<file path="src/rtl/m_axi_rd_master_if.sv">
// AXI read-address and read-data channels between a single-outstanding
// read master and its responder.
interface m_axi_rd_master_if #(
    parameter int unsigned ADDR_W = 32,
    parameter int unsigned DATA_W = 32
);
    logic              m_axi_arvalid;
    logic              m_axi_arready;
    logic [ADDR_W-1:0] m_axi_araddr;
    logic              m_axi_rvalid;
    logic              m_axi_rready;
    logic [DATA_W-1:0] m_axi_rdata;
    logic [1:0]        m_axi_rresp;

    modport master (
        output m_axi_arvalid, m_axi_araddr, m_axi_rready,
        input  m_axi_arready, m_axi_rvalid, m_axi_rdata, m_axi_rresp
    );

    modport slave (
        input  m_axi_arvalid, m_axi_araddr, m_axi_rready,
        output m_axi_arready, m_axi_rvalid, m_axi_rdata, m_axi_rresp
    );
endinterface

</file>
<file path="src/rtl/m_axi_rd_master.sv">
// Single-outstanding AXI read master: one command -> one AR/R transaction,
// with saturating read/error counters and a sticky per-transaction watchdog.
module m_axi_rd_master #(
    parameter int unsigned ADDR_W  = 32,
    parameter int unsigned DATA_W  = 32,
    parameter int unsigned TIMEOUT = 64
) (
    input  logic              m_axi_aclk,
    input  logic              m_axi_aresetn,
    m_axi_rd_master_if.master axi,
    input  logic              cmd_valid,
    output logic              cmd_ready,
    input  logic [ADDR_W-1:0] cmd_addr,
    output logic              rsp_valid,
    output logic [DATA_W-1:0] rsp_data,
    output logic [1:0]        rsp_resp,
    output logic [15:0]       rd_count,
    output logic [15:0]       err_count,
    output logic              timeout_flag
);
    localparam logic [15:0] WD_LIMIT = 16'(TIMEOUT);
    localparam logic [15:0] CNT_MAX  = '1;

    typedef enum logic [1:0] {IDLE, ADDR, DATA} state_t;

    state_t            state_q, state_d;
    logic [ADDR_W-1:0] araddr_q, araddr_d;
    logic              arvalid_q, arvalid_d;
    logic              rready_q, rready_d;
    logic              rsp_valid_q, rsp_valid_d;
    logic [DATA_W-1:0] rsp_data_q, rsp_data_d;
    logic [1:0]        rsp_resp_q, rsp_resp_d;
    logic [15:0]       rd_cnt_q, rd_cnt_d;
    logic [15:0]       err_cnt_q, err_cnt_d;
    logic [15:0]       wd_q, wd_d;
    logic              tof_q, tof_d;

    always_ff @(posedge m_axi_aclk or negedge m_axi_aresetn) begin
        if (!m_axi_aresetn) begin
            state_q     <= IDLE;
            araddr_q    <= '0;
            arvalid_q   <= 1'b0;
            rready_q    <= 1'b0;
            rsp_valid_q <= 1'b0;
            rsp_data_q  <= '0;
            rsp_resp_q  <= '0;
            rd_cnt_q    <= '0;
            err_cnt_q   <= '0;
            wd_q        <= '0;
            tof_q       <= 1'b0;
        end else begin
            state_q     <= state_d;
            araddr_q    <= araddr_d;
            arvalid_q   <= arvalid_d;
            rready_q    <= rready_d;
            rsp_valid_q <= rsp_valid_d;
            rsp_data_q  <= rsp_data_d;
            rsp_resp_q  <= rsp_resp_d;
            rd_cnt_q    <= rd_cnt_d;
            err_cnt_q   <= err_cnt_d;
            wd_q        <= wd_d;
            tof_q       <= tof_d;
        end
    end

    always_comb begin
        state_d     = state_q;
        araddr_d    = araddr_q;
        arvalid_d   = arvalid_q;
        rready_d    = rready_q;
        rsp_valid_d = 1'b0;
        rsp_data_d  = rsp_data_q;
        rsp_resp_d  = rsp_resp_q;
        rd_cnt_d    = rd_cnt_q;
        err_cnt_d   = err_cnt_q;
        wd_d        = wd_q;
        tof_d       = tof_q;

        // Watchdog saturates at the limit; the flag only alerts, the FSM keeps waiting.
        if (state_q != IDLE) begin
            if (wd_q != WD_LIMIT) wd_d = wd_q + 16'd1;
            if (wd_d == WD_LIMIT) tof_d = 1'b1;
        end

        case (state_q)
            IDLE: begin
                if (cmd_valid) begin
                    araddr_d  = cmd_addr;
                    arvalid_d = 1'b1;
                    tof_d     = 1'b0;
                    wd_d      = '0;
                    state_d   = ADDR;
                end
            end
            ADDR: begin
                if (axi.m_axi_arready) begin
                    arvalid_d = 1'b0;
                    rready_d  = 1'b1;
                    state_d   = DATA;
                end
            end
            DATA: begin
                if (axi.m_axi_rvalid) begin
                    rsp_data_d  = axi.m_axi_rdata;
                    rsp_resp_d  = axi.m_axi_rresp;
                    rsp_valid_d = 1'b1;
                    rready_d    = 1'b0;
                    if (rd_cnt_q != CNT_MAX) rd_cnt_d = rd_cnt_q + 16'd1;
                    if (axi.m_axi_rresp[1] && (err_cnt_q != CNT_MAX)) err_cnt_d = err_cnt_q + 16'd1;
                    state_d     = IDLE;
                end
            end
            default: state_d = IDLE;
        endcase
    end

    assign cmd_ready         = (state_q == IDLE);
    assign axi.m_axi_arvalid = arvalid_q;
    assign axi.m_axi_araddr  = araddr_q;
    assign axi.m_axi_rready  = rready_q;
    assign rsp_valid         = rsp_valid_q;
    assign rsp_data          = rsp_data_q;
    assign rsp_resp          = rsp_resp_q;
    assign rd_count          = rd_cnt_q;
    assign err_count         = err_cnt_q;
    assign timeout_flag      = tof_q;
endmodule

</file>
<file path="src/flat_wrapper.sv">
// flat-port wrapper written by rule: the top's interface ports become plain ports
module m_axi_rd_master_flat 
#(
    parameter int unsigned ADDR_W  = 32,
    parameter int unsigned DATA_W  = 32,
    parameter int unsigned TIMEOUT = 64
)
  (m_axi_aclk, m_axi_aresetn, cmd_valid, cmd_ready, cmd_addr, rsp_valid, rsp_data, rsp_resp, rd_count, err_count, timeout_flag, axi_m_axi_arvalid, axi_m_axi_araddr, axi_m_axi_rready, axi_m_axi_arready, axi_m_axi_rvalid, axi_m_axi_rdata, axi_m_axi_rresp);
  m_axi_rd_master_if #(.ADDR_W(ADDR_W), .DATA_W(DATA_W)) axi_i ();
  input  logic m_axi_aclk;
  input  logic m_axi_aresetn;
  input  logic cmd_valid;
  output logic cmd_ready;
  input  logic [ADDR_W-1:0] cmd_addr;
  output logic rsp_valid;
  output logic [DATA_W-1:0] rsp_data;
  output logic [1:0] rsp_resp;
  output logic [15:0] rd_count;
  output logic [15:0] err_count;
  output logic timeout_flag;
  output wire logic [$bits(axi_i.m_axi_arvalid)-1:0] axi_m_axi_arvalid;
  output wire logic [$bits(axi_i.m_axi_araddr)-1:0] axi_m_axi_araddr;
  output wire logic [$bits(axi_i.m_axi_rready)-1:0] axi_m_axi_rready;
  input wire logic [$bits(axi_i.m_axi_arready)-1:0] axi_m_axi_arready;
  input wire logic [$bits(axi_i.m_axi_rvalid)-1:0] axi_m_axi_rvalid;
  input wire logic [$bits(axi_i.m_axi_rdata)-1:0] axi_m_axi_rdata;
  input wire logic [$bits(axi_i.m_axi_rresp)-1:0] axi_m_axi_rresp;
  assign axi_m_axi_arvalid = axi_i.m_axi_arvalid;
  assign axi_m_axi_araddr = axi_i.m_axi_araddr;
  assign axi_m_axi_rready = axi_i.m_axi_rready;
  assign axi_i.m_axi_arready = axi_m_axi_arready;
  assign axi_i.m_axi_rvalid = axi_m_axi_rvalid;
  assign axi_i.m_axi_rdata = axi_m_axi_rdata;
  assign axi_i.m_axi_rresp = axi_m_axi_rresp;
  m_axi_rd_master #(.ADDR_W(ADDR_W), .DATA_W(DATA_W), .TIMEOUT(TIMEOUT)) u_core (.m_axi_aclk(m_axi_aclk), .m_axi_aresetn(m_axi_aresetn), .axi(axi_i), .cmd_valid(cmd_valid), .cmd_ready(cmd_ready), .cmd_addr(cmd_addr), .rsp_valid(rsp_valid), .rsp_data(rsp_data), .rsp_resp(rsp_resp), .rd_count(rd_count), .err_count(err_count), .timeout_flag(timeout_flag));
endmodule
</file>
<file path="config.mk">
export PLATFORM = sky130hd
export DESIGN_NAME = m_axi_rd_master_flat
export DESIGN_NICKNAME = d
export VERILOG_FILES = /design/src/rtl/m_axi_rd_master_if.sv /design/src/rtl/m_axi_rd_master.sv /design/src/flat_wrapper.sv
export SDC_FILE = /design/constraint.sdc
export NUM_CORES = 1
export LEC_CHECK = 0
export ABC_CLOCK_PERIOD_IN_PS = 2800
export BUFFER_PORTS_ARGS = -buffer_cell sky130_fd_sc_hd__clkbuf_2
export CAP_MARGIN = 0
export CORE_AREA = 2 2 106 108
export CTS_CLUSTER_DIAMETER = 30
export DETAILED_ROUTE_END_ITERATION = 16
export DIE_AREA = 0 0 108 110
export GPL_TIMING_DRIVEN = 1
export MAX_ROUTING_LAYER = met4
export PLACE_DENSITY = 0.84
export SKIP_LAST_GASP = 1
export SYNTH_ARGS = -nofsm -noshare
export SYNTH_HDL_FRONTEND = slang
export SYNTH_SLANG_ARGS = --single-unit
</file>
<file path="constraint.sdc">
create_clock -name m_axi_aclk -period 2.8 [get_ports m_axi_aclk]
set_input_delay 0.84 -clock m_axi_aclk [delete_from_list [all_inputs] [get_ports m_axi_aclk]]
set_output_delay 0.84 -clock m_axi_aclk [all_outputs]
set_load 0.02 [all_outputs]
</file>
==> summary by stage <==
Run status
The flow ran to the end, and the final reports show no timing, DRC or antenna violations.

Layout
In the layout the commonest cells are sky130_fd_sc_hd__clkbuf_2 (172), sky130_fd_sc_hd__dfrtp_1 (120), sky130_fd_sc_hd__nand2_1 (110), sky130_fd_sc_hd__mux2_2 (34). Compared with the post-synthesis result, the final layout area differs by 29.0%. The number of fillers in the final layout is 856. Of the cells placed in the final design, the portion with a size suffix greater than 1 is 0.369. The repair_antennas step left the layout with diodes totalling 0. The share of the core filled with cells in the final layout is 0.646.

The net count of the finished layout is 749. Across the whole layout, storage elements account for 3000 µm². The multi-input combinational cells in the finished layout cover a total of about 2200 µm². The most common library cell in the layout ignoring fill and taps is sky130_fd_sc_hd__clkbuf_2.

The design area is 6910 µm².

Setup path
The depth of the worst register-to-register path is 7. STA classifies the critical path endpoint as an output pin. The largest stage delay on the critical path is 0.44 ns. The data required time of the critical path is 1.96 ns.

The data arrival at the endpoint of the critical path is about 1.8 ns. The worst setup path is launched from a flop. The cell family contributing the most delay on the critical path is buffers and inverters. In this run the worst path has a maximum fanout of 10. Traced cell by cell, the critical path runs through buf_4, nor2_1, clkbuf_2. The critical path contains buffers and inverters numbering 2 combined. The critical path in this run is classified as flop to output pin. The cell with the largest stage delay on the worst path is sky130_fd_sc_hd__dfrtp_1.

The number of cells on the critical path is 3.

GRT
For this run, the total global-route usage over all layers was measured as 0.224. The initial antenna violation count was 0. The via count of the first global-routing pass was between 4000 and 5000. The total overflow reported by the global router is 0. The maximum number of pins on one net before global-route repair is 52.

The first-pass GRT wire length is 20.0 mm.

Clock tree
The tree built by TritonCTS fans out to 120 sinks. The tree is rooted in a sky130_fd_sc_hd__clkbuf_8. For the worst-skew pair, the clock arrives at the later sink with an insertion delay of 0.50 ns.

The TritonCTS clock tree is done. Buffers inserted to repair hold after CTS numbered 0. Clock tree synthesis inserted a total of 17 buffers.

The number of buffers on the longest clock path is 2. Post-CTS timing repair inserted 0 buffers for setup. Clock-pin slew was measured on the worst setup and hold paths at 0.06 ns.

The quantity of gates resized following cts is 0. The H-tree generated during clock tree synthesis spans 4 levels.

Yosys
The number of enable-type register cells in the synthesized netlist is 0. The post-synthesis cell type with the largest combined area is sky130_fd_sc_hd__dfrtp_1. The fraction of registers with async set/reset is 1.00. The number of distinct library cells after synthesis is 45.

The post-synthesis sequential area ratio is 0.560. The area share of the leading cell type in the synthesized netlist is 0.560. The average instance area after synthesis is about 11 µm². The cell count after synthesis is between 500 and 600. Yosys attributes the largest share of cell area to sky130_fd_sc_hd__dfrtp_1 (56%), sky130_fd_sc_hd__nand2_1 (7.7%), sky130_fd_sc_hd__mux2_2 (7.1%), sky130_fd_sc_hd__xnor2_1 (5.1%), sky130_fd_sc_hd__o21ai_0 (2.9%).

The flip-flop and latch count after synthesis is 120. The number of synthesis warnings is 0. The number of nets in the synthesized netlist is 577. The flip-flop cell with the highest count after synthesis is sky130_fd_sc_hd__dfrtp_1. Summing every instance area after synthesis gives 5360 µm².

Die
The number of rows created at floorplan is 38. The initial utilization of the core area, before any placement, comes to 0.501. The die is 108 µm wide. The area of the core region is 10700 µm². The area of the die is 11900 µm². Pin placement for this block handled 174 I/O pins. The die outline height is 110 µm.

Detailed routing
For this run, design rule violations remaining after detail routing come to 0. The iteration count of the initial detailed-routing pass is 5. The total number of vias is 4377. The total wirelength of the detailed-routed design is 12.5 mm. The detailed-route wire length per cell is about 15 µm. The detailed-route vias per instance is 5.30. In this run the remaining antenna-violating nets after routing total 0. The violation count after the first detailed-routing iteration is 193.

Timing
The share of the clock period used by the worst path after layout is 0.926. The final critical-path required period is 2.59 ns. For the pin with the worst max-slew slack, the measured transition is 0.530 ns. The worst slack on hold paths is roughly 0.32 ns. Setup repair after global routing left no endpoint under its margin. The number of hold violations in the final report is 0. The number of max-slew violations in the final report is 0. The highest achievable clock rate is 0.386 GHz.

The worst clock skew on the final layout is 0.00883 ns. Headroom to the max-slew limit came out at 0.644. Setup violations remaining at the end of the flow were counted as 0. The aggregate negative setup slack is 0 ns.

Placed design
The standard cell area after detailed placement is approximately 6400 µm². The number of buffers added on ports is roughly 170. The weighted congestion at the end of routability-driven global placement is just over 0.9. The estimated wirelength of the detail-placed design is 9.06 mm.

Power and ir drop
The total power per unit cell area is a little over 1000 nW/µm². The highest ir drop seen on vdd is 558 µV. For this design the static power due to leakage is 0.00343 µW.

Run
The tool flagged a number of max-cap violations equal to 0.

Min path
The tightest min-delay check is of the input port to async pin type.
metrics by stage:
step / power [µW] / setup WS, ns / cells
detailed placement: 5210 / 0.313 / 795
finish: 7170 / 0.206 / 826
global route: 7600 / 0.148 / 826
CTS: 7250 / 0.207 / 826
floorplan: 4290 / 0.579 / 502
global placement: 5080 / 0.370 / 795
cell usage after synthesis, drive strengths merged (2+ instances only):
library cell and instances:
nor4 6, nand3 15, xnor2 31, buf 11, nand3b 3, nor2 19, a211oi 2, and3 8
o31ai 5, o21ai 31, nor3 6, a22o 3, nor2b 4, mux2 34, nor3b 3, and2 3
inv 7, and4 9, o41ai 3, nand4 18, clkbuf 18, a31oi 2, a21oi 5, xor2 8
ha 4, nor4b 2, a311oi 2, nand2 112, dfrtp 120
where the power goes:
group	internal [µW]	total [µW]	switching (µW)	leakage (µW)
Combinational	930	2460	1530	0.00163
Clock	1280	2010	725	0.000269
Sequential	2300	2710	407	0.00153
worst paths after layout:
check | startpoint | end | slack, ns
setup reg to reg | u_core.wd_q[0] | u_core.timeout_flag | 0.36
min in group m_axi_aclk | u_core.rsp_data[27] | u_core.rsp_data[27] | 0.48
hold / removal | m_axi_aresetn | u_core.wd_q[6] | 0.32
hold reg to reg | u_core.rsp_data[27] | u_core.rsp_data[27] | 0.48
max in group asynchronous | m_axi_aresetn | u_core.axi.m_axi_araddr[12] | 1.71
setup / recovery | u_core.state_q[0] | cmd_ready | 0.21
worst register-to-register path: stages, from the launching register on:
cell                        delay, ns
sky130_fd_sc_hd__dfrtp_1         0.47
sky130_fd_sc_hd__inv_1           0.09
sky130_fd_sc_hd__ha_1            0.13
sky130_fd_sc_hd__nor4b_1         0.41
sky130_fd_sc_hd__nand4_1         0.32
sky130_fd_sc_hd__a2111oi_0       0.44
sky130_fd_sc_hd__nand4_1         0.18
sky130_fd_sc_hd__o32ai_1         0.30
kinds of logic (layout without fill, tap and decap cells):
kind of cell / Yosys count / count (layout) / synth area share
xor gates and xnor gates: 39 / 39 / 0.0637
muxes: 34 / 34 / 0.0714
adders and majority gates: 4 / 4 / 0.00934
DFF: 120 / 120 / 0.560
AOI/OAI and AO/OA: 59 / 59 / 0.0773
buffers and inverters: 36 / 220 / 0.0294
and+or+nand+nor: 210 / 210 / 0.188
state kept, by name, indices dropped and copies added (netlist names):
register                  flops
u_core.state_q                2
u_core.timeout_flag           1
u_core.axi.m_axi_araddr      32
u_core.axi.m_axi_arvalid      1
u_core.rsp_resp               2
u_core.rsp_data              32
u_core.rd_count              16
u_core.rsp_valid              1
u_core.err_count             16
u_core.axi.m_axi_rready       1
u_core.wd_q                  16
final cells by class:
type,instances,area share
inverters,7,0.00452
flip-flops and latches,120,0.434
multi-input cells,346,0.318
clock inverters,7,0.00977
clock buffers,24,0.0709
repair buffers,182,0.137
well taps,140,0.0253
metal layers:
layer	up-vias	global-route usage	wire length [µm]
li1	2083	-	-
met4	0	0.0916	231
met3	25	0.0617	1060
met1	2071	0.264	5230
met5	-	-	0
met2	198	0.366	5990
(Power assumes the default switching activity.)
